==> config.mk <==
export PLATFORM = sky130hd
export DESIGN_NAME = ula_serial_fatias
export DESIGN_NICKNAME = d
export VERILOG_FILES = /design/src/rtl/ula_serial_fatias_pkg.sv /design/src/rtl/ula_serial_fatias_fatia.sv /design/src/rtl/ula_serial_fatias.sv
export SDC_FILE = /design/constraint.sdc
export NUM_CORES = 1
export LEC_CHECK = 0
export ABC_AREA = 1
export CAP_MARGIN = 40
export CORE_UTILIZATION = 53
export DETAILED_ROUTE_END_ITERATION = 10
export GPL_ROUTABILITY_DRIVEN = 0
export HOLD_SLACK_MARGIN = 0.15
export PLACE_DENSITY = 0.85
export SYNTH_ARGS = -nofsm -noshare
export SYNTH_HDL_FRONTEND = slang
export SYNTH_SLANG_ARGS = --single-unit
==> constraint.sdc <==
create_clock -name clk -period 3 [get_ports clk]
set_input_delay 0.75 -clock clk [delete_from_list [all_inputs] [get_ports clk]]
set_output_delay 0.75 -clock clk [all_outputs]
set_load 0.03 [all_outputs]
==> src/rtl/ula_serial_fatias_pkg.sv <==
// Shared definitions for the slice-serial ALU: opcode encodings, FSM state
// encoding and small opcode classification helpers.
//   OP_ADD..OP_SBB : 3-bit operation codes presented on seletor
//   estado_t       : OCIOSO (idle), CALCULA (computing), PRONTO (result ready)
package ula_serial_fatias_pkg;

    localparam logic [2:0] OP_ADD = 3'b000;
    localparam logic [2:0] OP_SUB = 3'b001;
    localparam logic [2:0] OP_AND = 3'b010;
    localparam logic [2:0] OP_OR  = 3'b011;
    localparam logic [2:0] OP_XOR = 3'b100;
    localparam logic [2:0] OP_NOT = 3'b101;
    localparam logic [2:0] OP_ADC = 3'b110;
    localparam logic [2:0] OP_SBB = 3'b111;

    typedef enum logic [1:0] {
        OCIOSO  = 2'd0,
        CALCULA = 2'd1,
        PRONTO  = 2'd2
    } estado_t;

    // True for the four adder-based operations.
    function automatic logic eh_aritmetica(input logic [2:0] op);
        case (op)
            OP_ADD, OP_SUB, OP_ADC, OP_SBB: return 1'b1;
            default:                        return 1'b0;
        endcase
    endfunction

    // True when the B operand enters the adder inverted.
    function automatic logic eh_subtracao(input logic [2:0] op);
        case (op)
            OP_SUB, OP_SBB: return 1'b1;
            default:        return 1'b0;
        endcase
    endfunction

    // Carry fed into the least significant slice.
    function automatic logic carry_inicial(input logic [2:0] op, input logic cin);
        case (op)
            OP_SUB:         return 1'b1;
            OP_ADC, OP_SBB: return cin;
            default:        return 1'b0;
        endcase
    endfunction

endpackage

==> src/rtl/ula_serial_fatias_fatia.sv <==
// ula_fatia: combinational SLICE-bit ALU slice.
//   a, b      : operand slices
//   cin       : carry into this slice
//   seletor   : operation code
//   res       : slice result
//   cout      : carry out of this slice (0 for logic operations)
//   gerado    : slice generates a carry regardless of cin
//   propagado : slice propagates cin to cout
module ula_fatia
    import ula_serial_fatias_pkg::*;
#(
    parameter int SLICE = 4
) (
    input  logic [SLICE-1:0] a,
    input  logic [SLICE-1:0] b,
    input  logic             cin,
    input  logic [2:0]       seletor,
    output logic [SLICE-1:0] res,
    output logic             cout,
    output logic             gerado,
    output logic             propagado
);

    logic [SLICE-1:0] w_bop;
    logic [SLICE:0]   w_soma;
    logic [SLICE:0]   w_soma_sem_cin;

    // Adder path, with B inverted for the subtracting opcodes.
    always_comb begin
        w_bop          = eh_subtracao(seletor) ? ~b : b;
        w_soma         = {1'b0, a} + {1'b0, w_bop} + {{SLICE{1'b0}}, cin};
        w_soma_sem_cin = {1'b0, a} + {1'b0, w_bop};
    end

    // Result and carry selection per opcode.
    always_comb begin
        res  = {SLICE{1'b0}};
        cout = 1'b0;
        case (seletor)
            OP_ADD, OP_SUB, OP_ADC, OP_SBB: begin
                res  = w_soma[SLICE-1:0];
                cout = w_soma[SLICE];
            end
            OP_AND:  res = a & b;
            OP_OR:   res = a | b;
            OP_XOR:  res = a ^ b;
            OP_NOT:  res = ~a;
            default: res = {SLICE{1'b0}};
        endcase
    end

    // Group generate/propagate: carry out == gerado | (propagado & cin).
    always_comb begin
        if (eh_aritmetica(seletor)) begin
            gerado    = w_soma_sem_cin[SLICE];
            propagado = &(a ^ w_bop);
        end else begin
            gerado    = 1'b0;
            propagado = 1'b0;
        end
    end

endmodule

==> src/rtl/ula_serial_fatias.sv <==
// ula_serial_fatias: multi-cycle ALU computing a WIDTH-bit operation one
// SLICE-bit slice per clock, LSB slice first, with start/done handshake.
//   clk, rst        : clock and synchronous active-high reset
//   inicio          : start request, accepted whenever not ocupado
//   A, B, carry_in  : operands and carry-in, latched on acceptance
//   seletor         : operation code, latched on acceptance
//   ocupado         : operation in progress
//   pronto          : one-cycle pulse, resultado and flags just updated
//   resultado       : result of the last completed operation
//   carry_out, zero, negativo, overflow : C/Z/N/V flags of that result
module ula_serial_fatias
    import ula_serial_fatias_pkg::*;
#(
    parameter int WIDTH = 8,
    parameter int SLICE = 4
) (
    input  logic             clk,
    input  logic             rst,
    input  logic             inicio,
    input  logic [WIDTH-1:0] A,
    input  logic [WIDTH-1:0] B,
    input  logic             carry_in,
    input  logic [2:0]       seletor,
    output logic             ocupado,
    output logic             pronto,
    output logic [WIDTH-1:0] resultado,
    output logic             carry_out,
    output logic             zero,
    output logic             negativo,
    output logic             overflow
);

    localparam int N     = WIDTH / SLICE;
    localparam int IDX_W = (N > 1) ? $clog2(N) : 1;
    localparam logic [IDX_W-1:0] IDX_ULTIMA = IDX_W'(N - 1);

    if (((WIDTH % SLICE) != 0) || (WIDTH < SLICE)) begin : g_param_invalido
        $error("ula_serial_fatias: WIDTH must be a non-zero multiple of SLICE");
    end

    estado_t          r_estado;
    estado_t          w_estado_nxt;
    logic [IDX_W-1:0] r_idx;
    logic [WIDTH-1:0] r_a;
    logic [WIDTH-1:0] r_b;
    logic [2:0]       r_op;
    logic             r_carry;
    logic [WIDTH-1:0] r_shadow;
    logic [WIDTH-1:0] r_resultado;
    logic             r_carry_out;
    logic             r_zero;
    logic             r_negativo;
    logic             r_overflow;

    logic             w_aceita;
    logic             w_ultima;
    logic [SLICE-1:0] w_res;
    logic             w_cout;
    logic             w_gerado;
    logic             w_propagado;
    logic             w_carry_grupo;
    logic [WIDTH-1:0] w_shadow_nxt;
    logic             w_bop_msb;
    logic             w_overflow;

    // Operands are shifted right after each slice, so the active slice is
    // always the low SLICE bits of r_a/r_b.
    ula_fatia #(.SLICE(SLICE)) u_fatia (
        .a         (r_a[SLICE-1:0]),
        .b         (r_b[SLICE-1:0]),
        .cin       (r_carry),
        .seletor   (r_op),
        .res       (w_res),
        .cout      (w_cout),
        .gerado    (w_gerado),
        .propagado (w_propagado)
    );

    // Handshake qualification and slice bookkeeping.
    always_comb begin
        w_aceita      = inicio && (r_estado != CALCULA);
        w_ultima      = (r_estado == CALCULA) && (r_idx == IDX_ULTIMA);
        w_carry_grupo = w_gerado | (w_propagado & r_carry);
        // New slice enters at the top; after N slices the shadow is complete.
        w_shadow_nxt  = (r_shadow >> SLICE) | (WIDTH'(w_res) << (WIDTH - SLICE));
    end

    // Signed overflow, valid on the last slice where r_a/r_b hold the MSB slice.
    always_comb begin
        w_bop_msb  = eh_subtracao(r_op) ? ~r_b[SLICE-1] : r_b[SLICE-1];
        w_overflow = eh_aritmetica(r_op)
                   && (r_a[SLICE-1] == w_bop_msb)
                   && (w_shadow_nxt[WIDTH-1] != r_a[SLICE-1]);
    end

    // FSM state register.
    always_ff @(posedge clk) begin
        if (rst) begin
            r_estado <= OCIOSO;
        end else begin
            r_estado <= w_estado_nxt;
        end
    end

    // FSM next-state logic.
    always_comb begin
        w_estado_nxt = r_estado;
        case (r_estado)
            OCIOSO:  w_estado_nxt = w_aceita ? CALCULA : OCIOSO;
            CALCULA: w_estado_nxt = w_ultima ? PRONTO : CALCULA;
            PRONTO:  w_estado_nxt = w_aceita ? CALCULA : OCIOSO;
            default: w_estado_nxt = OCIOSO;
        endcase
    end

    // FSM outputs, decoded from the registered state.
    always_comb begin
        ocupado = 1'b0;
        pronto  = 1'b0;
        case (r_estado)
            CALCULA: ocupado = 1'b1;
            PRONTO:  pronto  = 1'b1;
            default: begin
                ocupado = 1'b0;
                pronto  = 1'b0;
            end
        endcase
    end

    // Operand latch, slice stepping and result/flag update on completion.
    always_ff @(posedge clk) begin
        if (rst) begin
            r_idx       <= {IDX_W{1'b0}};
            r_a         <= {WIDTH{1'b0}};
            r_b         <= {WIDTH{1'b0}};
            r_op        <= OP_ADD;
            r_carry     <= 1'b0;
            r_shadow    <= {WIDTH{1'b0}};
            r_resultado <= {WIDTH{1'b0}};
            r_carry_out <= 1'b0;
            r_zero      <= 1'b0;
            r_negativo  <= 1'b0;
            r_overflow  <= 1'b0;
        end else if (w_aceita) begin
            r_idx   <= {IDX_W{1'b0}};
            r_a     <= A;
            r_b     <= B;
            r_op    <= seletor;
            r_carry <= carry_inicial(seletor, carry_in);
        end else if (r_estado == CALCULA) begin
            r_idx    <= r_idx + IDX_W'(1);
            r_a      <= r_a >> SLICE;
            r_b      <= r_b >> SLICE;
            r_carry  <= w_carry_grupo;
            r_shadow <= w_shadow_nxt;
            if (w_ultima) begin
                r_resultado <= w_shadow_nxt;
                r_carry_out <= w_cout;
                r_zero      <= (w_shadow_nxt == {WIDTH{1'b0}});
                r_negativo  <= w_shadow_nxt[WIDTH-1];
                r_overflow  <= w_overflow;
            end
        end
    end

    assign resultado = r_resultado;
    assign carry_out = r_carry_out;
    assign zero      = r_zero;
    assign negativo  = r_negativo;
    assign overflow  = r_overflow;

endmodule

Word-level counts from Yosys, hierarchy flattened
Index checks and enable logic that the tools add are counted.
{"block": "totals", "word_cells": 77, "out_inout_bits": 14, "register_bits": 43}
{"block": "classes", "n_eq_ne": 15, "n_bitwise": 11, "n_reduce_logical": 16, "mux": 20, "addsub": 3}
{"op": "2-to-1 mux 8 bit", "n": 4}
{"op": "one-hot mux 4 bit (5 select lines)", "n": 1}
{"op": "== test 3 bit (second input constant)", "n": 6}
{"op": "2-to-1 mux 1 bit", "n": 11}
{"op": "zero test 8 bit", "n": 1}
{"op": "NOT 4 bit", "n": 2}
{"op": "OR 4 x 8 -> 8 bit", "n": 1}
{"op": "OR reduction 2 bit", "n": 4}
{"op": "bitwise XOR 4 bit", "n": 2}
{"op": "== test 3 x 1 -> 1 bit (second input constant)", "n": 2}
{"op": "== test 3 x 2 -> 1 bit (second input constant)", "n": 2}
{"op": "adder 4 x 4 -> 5 bit", "n": 1}
{"op": "adder 5 x 1 -> 5 bit", "n": 1}
{"op": "bitwise AND 4 bit", "n": 1}
{"op": "logical AND 1 bit", "n": 4}
{"op": "2-to-1 mux 4 bit", "n": 1}
{"op": "OR 4 bit", "n": 1}
{"op": "one-hot mux 2 bit (2 select lines)", "n": 1}
{"op": "AND reduction 4 bit", "n": 1}
{"op": "OR reduction 4 bit", "n": 1}
{"op": "zero test 3 bit", "n": 1}
{"op": "AND reduction 3 bit", "n": 1}
{"op": "== test 2 x 1 -> 1 bit (second input constant)", "n": 1}
{"op": "== test 2 bit (second input constant)", "n": 1}
{"op": "12 further kinds", "n": 13}

Depth between registers and ports, before layout
{"block": "logic_depth", "word_depth": 11, "ltp_mapped": 19, "ltp_nobuf": 19}

Hierarchy
Synthesis repeated with hierarchy kept, for this count alone.
{"block": "hier_totals", "cells_unflattened": 338, "area_unflattened_um2": 2297.2}
{"mod": "ula_serial_fatias", "cells_per_inst": 224, "n_inst": 1, "area_each_um2": 1624.1}
{"mod": "ula_fatia", "cells_per_inst": 114, "n_inst": 1, "area_each_um2": 673.1}

Worst setup path after synthesis
No wires, ideal clock.
{"block": "synth_timing", "kind": "register -> register", "startpoint": "register r_op[1]", "endpoint": "register r_carry_out, in the netlist carry_out", "setup_time_ns": 0.134, "synth_period_minus_slack_ns": 2.610, "arrival_time_ns": 2.477, "t_required_ns": 2.866, "stages_incl_launch_ff": 16, "path_slack_ns": 0.390, "cell_sequence": "dfxtp_1 -> inv_1 -> nand2_1 -> o21ai_1 -> xor2_1 -> ha_1 -> inv_1 -> fa_1 -> inv_1 -> ha_1 -> inv_1 -> nor2_1 -> nand3_1 -> or2_2 -> nand4_1 -> a21oi_1"}
{"block": "synth_via", "elab_chain_len": 7}
{"element": "start, declared", "line": "ula_serial_fatias.sv:46", "rtl": "logic [2:0] r_op;"}
{"element": "start signal, assigned", "line": "ula_serial_fatias.sv:148", "rtl": "r_op <= seletor;"}
{"element": "== test 3 x 1 -> 1 bit or == test 3 bit (tied branches)", "line": "ula_serial_fatias_pkg.sv:32, ula_serial_fatias_fatia.sv:39"}
{"element": "OR reduction 2 bit", "line": "ula_serial_fatias_pkg.sv:32", "rtl": "case (op)"}
{"element": "2-to-1 mux 1 bit", "line": "ula_serial_fatias_pkg.sv:32"}
{"element": "2-to-1 mux 4 bit", "line": "ula_serial_fatias_fatia.sv:30", "rtl": "w_bop = eh_subtracao(seletor) ? ~b : b;"}
{"element": "adder 4 x 4 -> 5 bit", "line": "ula_serial_fatias_fatia.sv:31", "rtl": "w_soma = {1'b0, a} + {1'b0, w_bop} + {{SLICE{1'b0}}, cin};"}
{"element": "adder 5 x 1 -> 5 bit", "line": "ula_serial_fatias_fatia.sv:31"}
{"element": "2-to-1 mux 1 bit *", "line": "ula_serial_fatias_fatia.sv:39", "rtl": "case (seletor)"}
{"element": "end signal, assigned", "line": "ula_serial_fatias.sv:158", "rtl": "r_carry_out <= w_cout;"}
{"element": "end, declared", "line": "ula_serial_fatias.sv:50", "rtl": "logic r_carry_out;"}
Mark *: on every way between the ends. The rest lies on a longest branch, timed or not.
A chain may end at the register's enable or synchronous reset.

Worst setup path in the final report
Same ends and word-level chain as after synthesis.

==> summary.txt <==
Setup path
  • Cell family contributing the most delay on the critical path: adder cells
  • Setup slack, reg-to-reg: 0.25 ns
  • Kind of critical path: flip-flop to flip-flop
  • Data arrival time of the critical path: 2.92 ns
  • Delay of the slowest cell on the worst path: 0.45 ns
  • Worst r2r src: r_op[1]
  • Most numerous cell on the critical path: sky130_fd_sc_hd__inv_1
  • Worst setup startpoint: r_op[1]
  • Critical path launch point type: flip-flop
  • Worst Reg-to-Reg Cells: 16
  • Crit path max fanout: 5
  • Critical Path Stages: 16
  • CP max stage cell: sky130_fd_sc_hd__dfxtp_1
  • Worst Path Required: 3.17 ns
  • End of the critical path: carry_out
  • Critical path buffer and inverter count: 4
  • Terminus of the critical flop-to-flop path: carry_out
  • Critical path, cell by cell: nand2_1 -> inv_1 -> nand2_1 -> o21ai_2 -> xor2_1 -> ha_1 -> inv_1 -> fa_1 -> inv_1 -> ha_1 -> inv_1 -> nor2_1 -> nand3_1 -> or2_2 -> nand4_1 -> a21oi_1
  • Setup crit end kind: flip-flop

Placement
  • IO Port Bufs: 36
  • Cell area reported after detailed placement: 0.00253 mm²
  • Post-detailed-placement half-perimeter wirelength: 3.61 mm

Clock network
  • Clock input transition at the sequential cells of the worst setup and hold paths: 0.08 ns
  • Insertion delay to the later sink of the worst-skew pair: 0.29 ns
  • TritonCTS clock tree: built
  • Maximum root-to-sink buffer count: 2
  • # clock sinks: 38
  • Setup repair bufs after CTS: 0
  • Clock Root Buffer: sky130_fd_sc_hd__clkbuf_8
  • Total number of H-tree levels: 2
  • Num CTS Buffers: 5

Global route
  • Maximum number of pins on one net before global-route repair: 20
  • Number of antenna violations at the first check in global routing: 0
  • Wire length of the first global-routing pass: 7.94 mm
  • Via count of the first global-routing pass: 1875
  • Global router's overall resource usage: 0.241
  • GRT Residual Overflow: 0

Detailed routing
  • DR vias: 2047
  • DRT iter0 DRCs: 119
  • Total length of routed wires: 4.62 mm
  • Router iterations before antenna repair: 4
  • Routed Antenna Nets: 0
  • Mean routed wirelength per cell: 11.7 µm
  • Number of DRC violations after detailed routing: 0
  • Number of vias per cell: 5.17

Synth
  • Post-synth EDFFs: 0
  • Number of cells produced by synthesis: 311
  • Yosys reg bits: 38
  • Top area cells in the synthesized netlist: sky130_fd_sc_hd__dfxtp_1, sky130_fd_sc_hd__nand2_1, sky130_fd_sc_hd__inv_1, sky130_fd_sc_hd__ha_1, sky130_fd_sc_hd__a21oi_1
  • Post-Synthesis Cell Area: 0.00214 mm²
  • Count of yosys warnings during synthesis: 0
  • Distinct cell type count after synthesis: 30
  • Sequential fraction of the synthesis area: 0.356
  • Ys async rst share: 0
  • Top-count cell post-synth: sky130_fd_sc_hd__nand2_1
  • Biggest area consumer among synthesized cells: sky130_fd_sc_hd__dfxtp_1
  • Flip-flop cell with the highest count after synthesis: sky130_fd_sc_hd__dfxtp_1
  • Synthesized Nets: 349
  • Share of the synthesized area in the top cell type: 0.356
  • Average instance area after synthesis: 6.87 µm²
  • Most frequent cells after synthesis: sky130_fd_sc_hd__nand2_1, sky130_fd_sc_hd__inv_1, sky130_fd_sc_hd__dfxtp_1

Floorplan
  • X dimension of the die: 65.5 µm
  • Effective utilization at floorplan: 0.566
  • Standard-cell rows: 22
  • Die Ht: 65.5 µm
  • Die area: 0.00429 mm²
  • Core ar.: 0.00377 mm²
  • Total I/O pin count: 37

Power
  • Total power density per cell area: 455 mW/mm²
  • Worst vdd ir: 0.000352 V
  • Leak Pwr: 0.00123 µW

STA
  • Slew Viols, Final: 0
  • Final period util: 0.918
  • Number of failing setup endpoints in the final timing report: 0
  • Min Tclk post-route: 2.75 ns
  • Largest clock skew in the final design: 0.00859 ns
  • Worst-Margin Slew: 0.491 ns
  • Final-layout setup total negative slack: 0 ns
  • RSZ-0062 raised after global routing: false
  • Top achievable clock speed: 0.363 GHz
  • Max-slew headroom: 0.670
  • Total count of hold-check failures in the final report: 0

Cells and area
  • Number of inserted diodes: 0
  • Final std cell area, no fill: 0.00263 mm²
  • Post-layout net count: 385
  • Area growth from synthesis to layout: 23.0%
  • Fraction of layout cells with a size suffix above 1: 0.0603

Outcome
  • Status: finished, final reports clean

Flow run
  • MaxCap Viol Count: 0

Hold path
  • Hold WC Path Type: flip-flop to flip-flop
-- per-layer routing --
| layer | wire length (µm) | up-vias | part of all wire | track usage |
|---|---|---|---|---|
| met2 | 2130 | 52 | 0.46 | 0.405 |
| met5 | 0 | - | 0 | 0 |
| met1 | 2230 | 929 | 0.48 | 0.310 |
| met3 | 196 | 8 | 0.042 | 0.0486 |
| li1 | - | 1058 | - | - |
| met4 | 68 | 0 | 0.015 | 0.0734 |
-- worst reg2reg max path, stage by stage, from the launching register on --
cell                      delay, ns
sky130_fd_sc_hd__dfxtp_1       0.45
sky130_fd_sc_hd__nand2_1       0.11
sky130_fd_sc_hd__inv_1         0.07
sky130_fd_sc_hd__nand2_1       0.05
sky130_fd_sc_hd__o21ai_2       0.13
sky130_fd_sc_hd__xor2_1        0.17
sky130_fd_sc_hd__ha_1          0.19
sky130_fd_sc_hd__inv_1         0.06
sky130_fd_sc_hd__fa_1          0.42
sky130_fd_sc_hd__inv_1         0.09
sky130_fd_sc_hd__ha_1          0.19
sky130_fd_sc_hd__inv_1         0.05
sky130_fd_sc_hd__nor2_1        0.14
sky130_fd_sc_hd__nand3_1       0.10
sky130_fd_sc_hd__or2_2         0.28
sky130_fd_sc_hd__nand4_1       0.07
sky130_fd_sc_hd__a21oi_1       0.07
-- stage by stage --
stage	hold WS [ns]	utilization	instances	power (µW)	setup WS, ns
after global routing	0.491	0.697	396	1260	0.00213
after detailed placement	0.455	0.672	388	847	0.137
after floorplan	0.439	-	311	758	0.390
after CTS	0.464	0.696	396	1200	0.133
after global placement	0.450	0.672	388	839	0.314
final	0.461	0.697	396	1200	0.246
-- report_power, final --
part / total (µW) / switching [µW] / internal, µW
Combinational: 281 / 169 / 112
Sequential: 558 / 24.6 / 533
Clock: 357 / 172 / 185
Total: 1200 / 365 / 831
-- sequential cells by signal (all words and copies together) (netlist names) --
signal	flops
carry_out	1
r_shadow	4
resultado	8
zero	1
r_op	3
r_b	8
r_carry	1
r_estado	2
r_a	8
r_idx	1
overflow	1
-- final cells by class --
cell class,count,area (µm²)
inverter,50,188
multi-input combinational,213,1140
tap,48,60.1
sequential,38,761
timing repair buffer,39,383
fill,327,1140
clock buffer,7,86.3
clock inverter,1,5.00
-- cells by family after synthesis --
| family | synth area share |
|---|---|
| DFF | 0.356 |
| and+or+nand+nor | 0.275 |
| buffers and inverters | 0.110 |
| adders and majority gates | 0.0914 |
| AOI/OAI and AO/OA | 0.144 |
| xor gates and xnor gates | 0.0240 |
-- layout by cell type, fill, tap and decap left out, types with 4 or more instances in the layout --
master | synthesis | routed
sky130_fd_sc_hd__nand2_1 | 92 | 92
sky130_fd_sc_hd__clkbuf_8 | 0 | 6
sky130_fd_sc_hd__dfxtp_1 | 38 | 38
sky130_fd_sc_hd__clkdlybuf4s50_1 | 0 | 36
sky130_fd_sc_hd__a21oi_1 | 24 | 24
sky130_fd_sc_hd__nand3_1 | 16 | 16
sky130_fd_sc_hd__ha_1 | 14 | 14
sky130_fd_sc_hd__inv_1 | 47 | 47
sky130_fd_sc_hd__nor2_1 | 17 | 17
sky130_fd_sc_hd__o211ai_1 | 12 | 12
sky130_fd_sc_hd__o21ai_0 | 12 | 12
sky130_fd_sc_hd__xor2_1 | 4 | 4
-- worst min-delay path by stage --
stage	slack [ns]	start	cells after the start	to
finish	0.46	r_a[6]	2	r_a[6]
global route	0.49	r_a[6]	2	r_a[6]
CTS	0.46	r_a[6]	2	r_a[6]
detailed placement	0.45	r_a[6]	2	r_a[6]
global placement	0.45	r_a[4]	2	r_a[4]
floorplan	0.44	r_a[4]	2	r_a[4]
-- repair_timing --
item,in CTS,in global routing
hold buffers,0,0
endpoints found under the setup margin,0,4
gates resized for setup,0,1
Power figures use the tool's default switching activity.
